**config.mk**
```make
export PLATFORM = sky130hd
export DESIGN_NAME = gen_n_1_mux_hs
export DESIGN_NICKNAME = d
export VERILOG_FILES = /design/src/rtl/gen_n_1_mux_hs.sv
export SDC_FILE = /design/constraint.sdc
export NUM_CORES = 1
export LEC_CHECK = 0
export BUFFER_PORTS_ARGS = -buffer_cell sky130_fd_sc_hd__buf_2
export CORE_AREA = 8 8 222 224
export DETAILED_ROUTE_END_ITERATION = 16
export DIE_AREA = 0 0 230 232
export PLACE_DENSITY = 0.4
export SYNTH_ARGS = -nofsm -noshare
export SYNTH_HDL_FRONTEND = slang
export SYNTH_SLANG_ARGS = --single-unit
```
**constraint.sdc**
```tcl
create_clock -name clk -period 3.6 [get_ports clk]
set_input_delay 0 -clock clk [delete_from_list [all_inputs] [get_ports clk]]
set_output_delay 0 -clock clk [all_outputs]
set_load 0.01 [all_outputs]
```
**src/rtl/gen_n_1_mux_hs.sv**
```systemverilog
// N:1 registered operand-select mux with req/ack handshake and output back-pressure.
// Inputs are snapshotted on acceptance; the result is held until the consumer takes it.
module gen_n_1_mux_hs #(
  parameter int PA_DATA_WIDTH = 32,
  parameter int PA_NUM_SRC    = 17,
  parameter int PA_SEL_WIDTH  = 5,
  parameter int PA_PIPE       = 0
) (
  input  logic                                clk,
  input  logic                                rst_b,
  input  logic                                req,
  input  logic [PA_SEL_WIDTH-1:0]             sel,
  input  logic [PA_NUM_SRC*PA_DATA_WIDTH-1:0] src_bus,
  input  logic                                out_ready,
  output logic [PA_DATA_WIDTH-1:0]            mux_out,
  output logic                                mux_ack,
  output logic                                mux_err,
  output logic                                busy
);

  typedef enum logic [1:0] {
    S_IDLE,
    S_SEL,
    S_HOLD
  } state_t;

  localparam logic [31:0] NUM_SRC_U = 32'(PA_NUM_SRC);

  state_t                     state_q, state_d;
  logic [PA_DATA_WIDTH-1:0]   out_q, out_d;
  logic                       err_q, err_d;
  logic [PA_DATA_WIDTH-1:0]   stage_data_q, stage_data_d;
  logic                       stage_err_q, stage_err_d;

  logic [PA_DATA_WIDTH-1:0]   pick [PA_NUM_SRC];
  logic [PA_DATA_WIDTH-1:0]   sel_data;
  logic                       sel_err;
  logic                       accept;

  // Full-width compare so high select bits can never alias onto a valid source.
  generate
    for (genvar gi = 0; gi < PA_NUM_SRC; gi++) begin : g_pick
      assign pick[gi] = (32'(sel) == gi) ? src_bus[gi*PA_DATA_WIDTH +: PA_DATA_WIDTH]
                                          : '0;
    end
  endgenerate

  always_comb begin
    sel_data = '0;
    for (int i = 0; i < PA_NUM_SRC; i++) begin
      sel_data = sel_data | pick[i];
    end
  end

  assign sel_err = (32'(sel) >= NUM_SRC_U);
  assign busy    = (state_q == S_SEL) | ((state_q == S_HOLD) & ~out_ready);
  assign accept  = req & ~busy;

  always_comb begin
    state_d      = state_q;
    out_d        = out_q;
    err_d        = err_q;
    stage_data_d = stage_data_q;
    stage_err_d  = stage_err_q;
    case (state_q)
      S_IDLE, S_HOLD: begin
        if ((state_q == S_HOLD) && out_ready) begin
          state_d = S_IDLE;
        end
        if (accept) begin
          if (PA_PIPE != 0) begin
            state_d      = S_SEL;
            stage_data_d = sel_data;
            stage_err_d  = sel_err;
          end else begin
            state_d = S_HOLD;
            out_d   = sel_data;
            err_d   = sel_err;
          end
        end
      end
      S_SEL: begin
        state_d = S_HOLD;
        out_d   = stage_data_q;
        err_d   = stage_err_q;
      end
      default: state_d = S_IDLE;
    endcase
  end

  always_ff @(posedge clk or negedge rst_b) begin
    if (!rst_b) begin
      state_q      <= S_IDLE;
      out_q        <= '0;
      err_q        <= 1'b0;
      stage_data_q <= '0;
      stage_err_q  <= 1'b0;
    end else begin
      state_q      <= state_d;
      out_q        <= out_d;
      err_q        <= err_d;
      stage_data_q <= stage_data_d;
      stage_err_q  <= stage_err_d;
    end
  end

  assign mux_out = out_q;
  assign mux_err = err_q;
  assign mux_ack = (state_q == S_HOLD);

endmodule

```
==> results of run 1 <==
## flip-flops by register name, summed over array words and instances, names as in the netlist
register and cells:
state_q 1, mux_out 32, mux_err 1
## per-stage QoR
step	instances	power (mW)	setup WS, ns
floorplan	581	0.766	1.96
global placement	1744	1.36	0.824
global route	1754	1.94	0.706
CTS	1752	1.87	0.761
finish	1754	1.83	0.865
detailed placement	1744	1.37	0.797
## cell usage after synthesis (2+ instances only)
library cell,number
buf_1,5
inv_1,2
mux2i_1,31
nor2_2,3
a31oi_1,2
mux2_2,11
a311oi_1,2
nor3_1,6
a211oi_1,19
and3_1,8
o2111ai_1,2
buf_4,7
a222oi_1,10
o22a_1,16
o32a_1,14
and2_1,8
or4b_2,2
nor4_1,4
nand4_1,35
nand2_1,32
a41oi_1,2
nor3_2,2
a22oi_1,195
a221oi_1,3
o21ai_0,2
clkbuf_1,17
nor4b_1,3
dfrtp_1,34
nor2_1,25
nand3_1,13
a2111oi_0,2
a22o_1,3
nor2b_1,4
a21oi_1,3
nand2b_1,5
nand4bb_1,2
buf_2,34
o22ai_1,2
## cell families (layout without fill, tap and decap cells)
family	Yosys count	count (layout)	synth area share (%)
AO/OA/AOI/OAI	279	279	46.3
buffers and inverters	66	630	6.89
flip-flops	34	34	18.1
multiplexers	42	42	9.24
other	0	2	0
AND/OR/NAND/NOR	160	160	19.5
## cell type report
cell class	count	area, sq um	area share [%]
multi-input cells	481	3600	41.9
repair buffers	622	3230	37.6
flip-flops and latches	34	851	9.90
well taps	607	759	8.84
clock buffers	6	139	1.62
inverters	2	7.51	0.0874
diodes	2	5.00	0.0583
## per-layer routing
metal	part of all wire (%)	up-vias	track usage, %	wire (microns)
met5	0.22	-	0	120
met4	3.8	18	6.73	2080
met3	7.5	114	5.14	4160
met2	51	627	35.9	28100
met1	38	3948	21.5	20900
li1	-	3588	-	-
## critical path, cell delays in order, from the launching register on
cell and delay [ns]:
dfrtp_1 0.39, nand2b_1 0.13, nand2_1 0.38, buf_4 0.34
a211oi_1 0.60, nand4_1 0.34, o32a_1 0.42
## worst paths after layout
path	start	to	slack, ns	cells past startpoint
max	state_q[1]$_DFFE_PN0P_	mux_out[9]$_DFFE_PN0P_	0.87	6
min	out_ready	state_q[1]$_DFFE_PN0P_	0.02	3
max reg2reg	state_q[1]$_DFFE_PN0P_	mux_out[9]$_DFFE_PN0P_	0.87	6
min reg2reg	mux_out[2]$_DFFE_PN0P_	mux_out[2]$_DFFE_PN0P_	0.50	1
max in group asynchronous	rst_b	mux_out[3]$_DFFE_PN0P_	2.79	3
min in group asynchronous	rst_b	mux_out[26]$_DFFE_PN0P_	0.34	3
## where the power goes
part           switching, mW  leakage (nW)  internal [mW]
clock                  0.211        0.0688          0.269
combinational          0.451          3.57          0.407
sequential            0.0448         0.399          0.445
total                  0.706          4.04           1.12
==> results.py, run 1 <==
metrics = {
    "finish": {
        "final_common_cell": "buf_2",
        "drive_above_1_share_pct": 57.7,
        "syn_to_final_growth_pct": 82.8,
        "final_util_pct": 18.7,
        "final_nets": 1699,
        "finalInstanceArea_sq_um": 8590,
        "layout_common_cells": "buf_2, a22oi_1, nand4_1, dfrtp_1, nand2_1",
        "n_fill_cell": 5286,
    },
    "drt": {
        "wl_per_cell_microns": 31.6,
        "postRouteAntennaNets": 0,
        "route.detailed.drc": 0,
        "vias": 8295,
        "drtIter0Drc": 533,
        "postRouteWirelength_microns": 55400,
        "drt-pass1-iter-count": 5,
        "viasPerCell": 4.73,
    },
    "clocking": {
        "cts_hold_buf": 2,
        "clock-sinks": 34,
        "ctsHtreeMaxLevel": 2,
        "root_buffer": "clkbuf_16",
        "post-cts-setup-buffers": 0,
        "clockBufferDepth": 2,
        "clk_pin_slew_worst_paths_ns": 0.07,
        "cts_resized": 0,
        "clock_latency_ns": 0.30,
        "cts_tree": "done",
        "numCtsBuffers": 5,
    },
    "synth": {
        "synth_ff_type": "dfrtp_1",
        "yosys.area.top_type": "a22oi_1",
        "ys_warn_count": 0,
        "syn-instance-count": 581,
        "synth.distinct_cells": 49,
        "netlist_top_cells_area": "a22oi_1, dfrtp_1, mux2i_1, nand4_1, buf_2",
        "synth-edff-count": 0,
        "syn_nets": 1134,
        "ys_async_sr_fraction_pct": 100,
        "synth_area_sq_um": 4700,
        "synth_top_cell_area_share_pct": 31.1,
        "synth_area_per_cell_sq_um": 8.09,
        "synth_seq_area_share_pct": 18.1,
        "ys_ff_latch": 34,
    },
    "min_path": {
        "hold_class": "primary input to flip-flop",
    },
    "floorplanning": {
        "die_w_microns": 230,
        "rows": 79,
        "core_area_sq_um": 45900,
        "initial_core_util_pct": 10.2,
        "ioPinCount": 588,
        "fp.dieH_microns": 232,
        "die_area_sq_um": 53400,
    },
    "sta": {
        "clock_skew_ns": 0.00637,
        "maxSlewHeadroom_pct": 36.6,
        "holdWs_ns": 0.0211,
        "worst_pin_slew_ns": 0.946,
        "finalSetupTns_ns": 0,
        "hold_violations": 0,
        "timing.final.crit_share_pct": 76.0,
        "finalMaxSlewViolations": 0,
        "rsz0062_at_grt": "false",
        "max_freq_ghz": 0.366,
        "layout_min_cycle_time_ns": 2.73,
        "setup-violations-final": 0,
    },
    "global_route": {
        "grt_pass1_vias": 9156,
        "grt_start_max_net_pins": 35,
        "grt_pass1_wl_microns": 73000,
        "antenna_found_initial": 23,
        "track_usage_pct": 19.5,
        "overflow": 0,
    },
    "placed_design": {
        "dp_hpwl_microns": 45500,
        "placed_area_sq_um": 8430,
        "port_buffers": 587,
        "gp_congestion": 0.868,
    },
    "worst_setup_path": {
        "path_max_fanout": 9,
        "end_kind": "flip-flop",
        "cp-start-kind": "flip-flop",
        "crit_required_ns": 3.78,
        "crit_type": "flip-flop to flip-flop",
        "arrival_ns": 2.92,
    },
    "flow_run": {
        "cap_violations": 0,
    },
    "power": {
        "p_per_area_nw_per_um2": 213,
        "ir_drop_mv": 0.118,
        "p_leak_nw": 4.04,
    },
    "status": {
        "outcome": "complete, no violations",
    },
}
Note: power is estimated with default switching activity, not from simulation.
==> inputs of run 2 (changes only) <==
Settings changed: ABC_AREA set to 1, CORE_AREA 8 8 222 224 to 8 8 221 223, DIE_AREA 0 0 230 232 to 0 0 229 231, PLACE_DENSITY 0.4 to 0.44.
Clock period 3.6 ns to 2.6 ns, I/O delays scaled along.
==> run 2 against run 1 <==
  * Sequential share of layout area decreased by 1.6 points
  * Clock power increased by 44%
  * Critical path depth increased by 2
  * Largest cell class unchanged
  * Largest power group unchanged
  * Highest routed layer unchanged
==> results.py, run 2 <==
metrics = {
    "status": {
        "outcome": "complete, no violations",
    },
    "global_route": {
        "track_usage_pct": 20.8,
        "grt_pass1_vias": 11500,
        "antenna_found_initial": 3,
        "overflow": 0,
        "grt_pass1_wl_microns": 81900,
        "grt_start_max_net_pins": 92,
    },
    "synth": {
        "syn_nets": 1858,
        "ys_ff_latch": 34,
        "ys_warn_count": 0,
        "synth-edff-count": 0,
        "syn-instance-count": 1305,
        "synth_area_per_cell_sq_um": 4.90,
        "synth_area_sq_um": 6390,
        "synth.most_common_cell": "nand2_1",
        "ys_async_sr_fraction_pct": 100,
        "yosys.area.top_type": "nand2_1",
        "synth.distinct_cells": 16,
        "synth_top_cell_area_share_pct": 25.8,
        "synth_seq_area_share_pct": 13.3,
        "synthTopCellsByCount": "nand2_1, nor2_1, nand3_1, nand4_1, inv_1",
        "netlist_top_cells_area": "nand2_1, nor2_1, nand3_1, nand4_1, dfrtp_1",
        "synth_ff_type": "dfrtp_1",
    },
    "worst_setup_path": {
        "r2r_setup_slack_ns": 0.78,
        "end_kind": "flip-flop",
        "crit_type": "flip-flop to flip-flop",
        "r2r_cells": 8,
        "arrival_ns": 2.02,
        "rr_startpoint": "state_q[1]$_DFFE_PN0P_",
        "cpMaxStageDelayCell": "dfrtp_1",
        "worstReg2RegEnd": "mux_out[23]$_DFFE_PN0P_",
        "cp-start-kind": "flip-flop",
        "slowest_delay_ns": 0.37,
        "crit_required_ns": 2.80,
        "crit_family": "simple AND/OR/NAND/NOR gates",
        "path_max_fanout": 8,
        "path_cells": "nand2_1, inv_1, nor2_4, inv_1, a21oi_1, nand3b_1, nor2_1, nor2_1",
        "critical_path_depth": 8,
        "crit_buf_inv": 2,
    },
    "clocking": {
        "ctsHtreeMaxLevel": 2,
        "root_buffer": "clkbuf_16",
        "numCtsBuffers": 5,
        "clock-sinks": 34,
        "post-cts-setup-buffers": 0,
        "cts_resized": 0,
        "cts_tree": "done",
        "clk_pin_slew_worst_paths_ns": 0.07,
        "clockBufferDepth": 2,
        "clock_latency_ns": 0.31,
    },
    "flow_run": {
        "cap_violations": 0,
    },
    "sta": {
        "finalMaxSlewViolations": 0,
        "hold_violations": 0,
        "setup-violations-final": 0,
        "max_freq_ghz": 0.549,
        "clock_skew_ns": 0.00485,
        "maxSlewHeadroom_pct": 27.9,
        "layout_min_cycle_time_ns": 1.82,
        "rsz0062_at_grt": "false",
        "worst_pin_slew_ns": 1.08,
        "timing.final.crit_share_pct": 70.1,
        "finalSetupTns_ns": 0,
    },
    "power": {
        "power_frac_seq_pct": 24.9,
        "intPower_mw": 1.54,
        "p_per_area_nw_per_um2": 266,
        "combPwrFrac_pct": 49.9,
        "p_leak_nw": 5.97,
        "p_sw_share_pct": 43.7,
        "ir_drop_mv": 0.222,
        "power.switching_mw": 1.20,
        "power_mw": 2.74,
        "clockPowerShare_pct": 25.2,
    },
    "drt": {
        "route.detailed.drc": 0,
        "wl_per_cell_microns": 24.0,
        "postRouteAntennaNets": 0,
        "drt-pass1-iter-count": 5,
        "viasPerCell": 4.63,
        "vias": 11300,
        "drtIter0Drc": 842,
        "postRouteWirelength_microns": 58600,
    },
    "min_path": {
        "hold_path_end": "mux_out[23]$_DFFE_PN0P_",
        "worstHoldPathCells": 5,
        "hold_class": "primary input to flip-flop",
        "min-delay-start": "src_bus[471]",
    },
    "floorplanning": {
        "core_area_sq_um": 45100,
        "die_w_microns": 229,
        "initial_core_util_pct": 14.2,
        "rows": 78,
        "ioPinCount": 588,
        "fp.dieH_microns": 231,
        "die_area_sq_um": 52900,
    },
    "finish": {
        "drive_above_1_share_pct": 35.4,
        "layout_common_cells": "buf_2, nand2_1, nor2_1, nand3_1, nand4_1",
        "final_common_cell": "buf_2",
        "largest_register_ff_count": 32,
        "syn_to_final_growth_pct": 61.2,
        "n_fill_cell": 5452,
        "finalInstanceArea_sq_um": 10300,
        "final_nets": 2395,
    },
    "placed_design": {
        "dp_hpwl_microns": 48700,
        "port_buffers": 587,
        "gp_congestion": 0.907,
        "placed_area_sq_um": 10100,
    },
}
-- run 2: changes by cell type after synthesis, sizes merged, moves of 14 or more --
cell,change
nand4,+123
nor2,+266
o22a,-16
nand3,+185
a211oi,-19
a22oi,-195
mux2i,-31
clkbuf,+27
o32a,-14
inv,+57
nand2,+408
-- run 2: per-stage QoR --
step / worst slack (ns) / util, % / hold slack, ns / std cells
2_1_floorplan: 1.04 / - / -0.296 / 1305
5_1_grt: 0.600 / 22.8 / 0.0858 / 2443
4_1_cts: 0.707 / 22.8 / 0.0510 / 2443
3_5_place_dp: 0.602 / 22.4 / 0.240 / 2432
6_report: 0.777 / 22.9 / 0.0618 / 2445
3_3_place_gp: 0.606 / 22.4 / 0.236 / 2432
-- run 2: per-layer routing --
layer	vias to the layer above	wire length [microns]	part of all wire (%)	global-route usage, %
li1	5385	-	-	-
met1	5349	27200	47	28.8
met2	550	27100	46	34.5
met3	30	3580	6.1	3.25
met4	4	580	0.99	3.09
met5	-	22	0.038	0
-- run 2: worst max-delay path by stage --
stage                                      start  slack, ns                       to
final                     state_q[1]$_DFFE_PN0P_       0.78  mux_out[23]$_DFFE_PN0P_
after global routing      state_q[1]$_DFFE_PN0P_       0.60   mux_out[3]$_DFFE_PN0P_
after CTS                 state_q[1]$_DFFE_PN0P_       0.71   mux_out[3]$_DFFE_PN0P_
after detailed placement                  sel[4]       0.60  mux_out[13]$_DFFE_PN0P_
after global placement                    sel[4]       0.61  mux_out[13]$_DFFE_PN0P_
after floorplan           state_q[1]$_DFFE_PN0P_       1.04      mux_err$_DFFE_PN0P_
-- run 2: cell families after synthesis --
| family | Yosys count | synth area share, % |
|---|---|---|
| simple gates | 1097 | 75.3 |
| buf+inv | 160 | 10.3 |
| flops | 34 | 13.3 |
| compound gates | 14 | 1.10 |
-- run 2: area by class of cell --
cell class	count	area, sq um	share of cell area, %
Multi-Input combinational cell	1111	4950	48.0
Timing Repair Buffer	631	3380	32.8
Sequential cell	34	851	8.26
Tap cell	600	751	7.29
Inverter	59	223	2.16
Clock buffer	7	143	1.38
Clock inverter	1	5.00	0.0486
Antenna cell	2	5.00	0.0486
-- run 2: timing repair --
action                                  CTS  global route
hold buffers                              3             0
hold endpoints to repair                 35             0
endpoints found under the setup margin    0             0
-- run 2: power groups by stage --
stage / clock network (mW) / registers [mW] / logic, mW
2_1_floorplan: 0 / 0.716 / 0.441
3_3_place_gp: 0 / 0.692 / 1.38
3_5_place_dp: 0 / 0.694 / 1.38
4_1_cts: 0.727 / 0.683 / 1.39
5_1_grt: 0.733 / 0.694 / 1.50
6_report: 0.691 / 0.682 / 1.37
-- run 2: tightest hold or removal path: stages --
cell      delay (ns)
buf_2           0.09
a21oi_1         0.05
nand3b_1        0.07
nor2_1          0.05
nor2_1          0.07
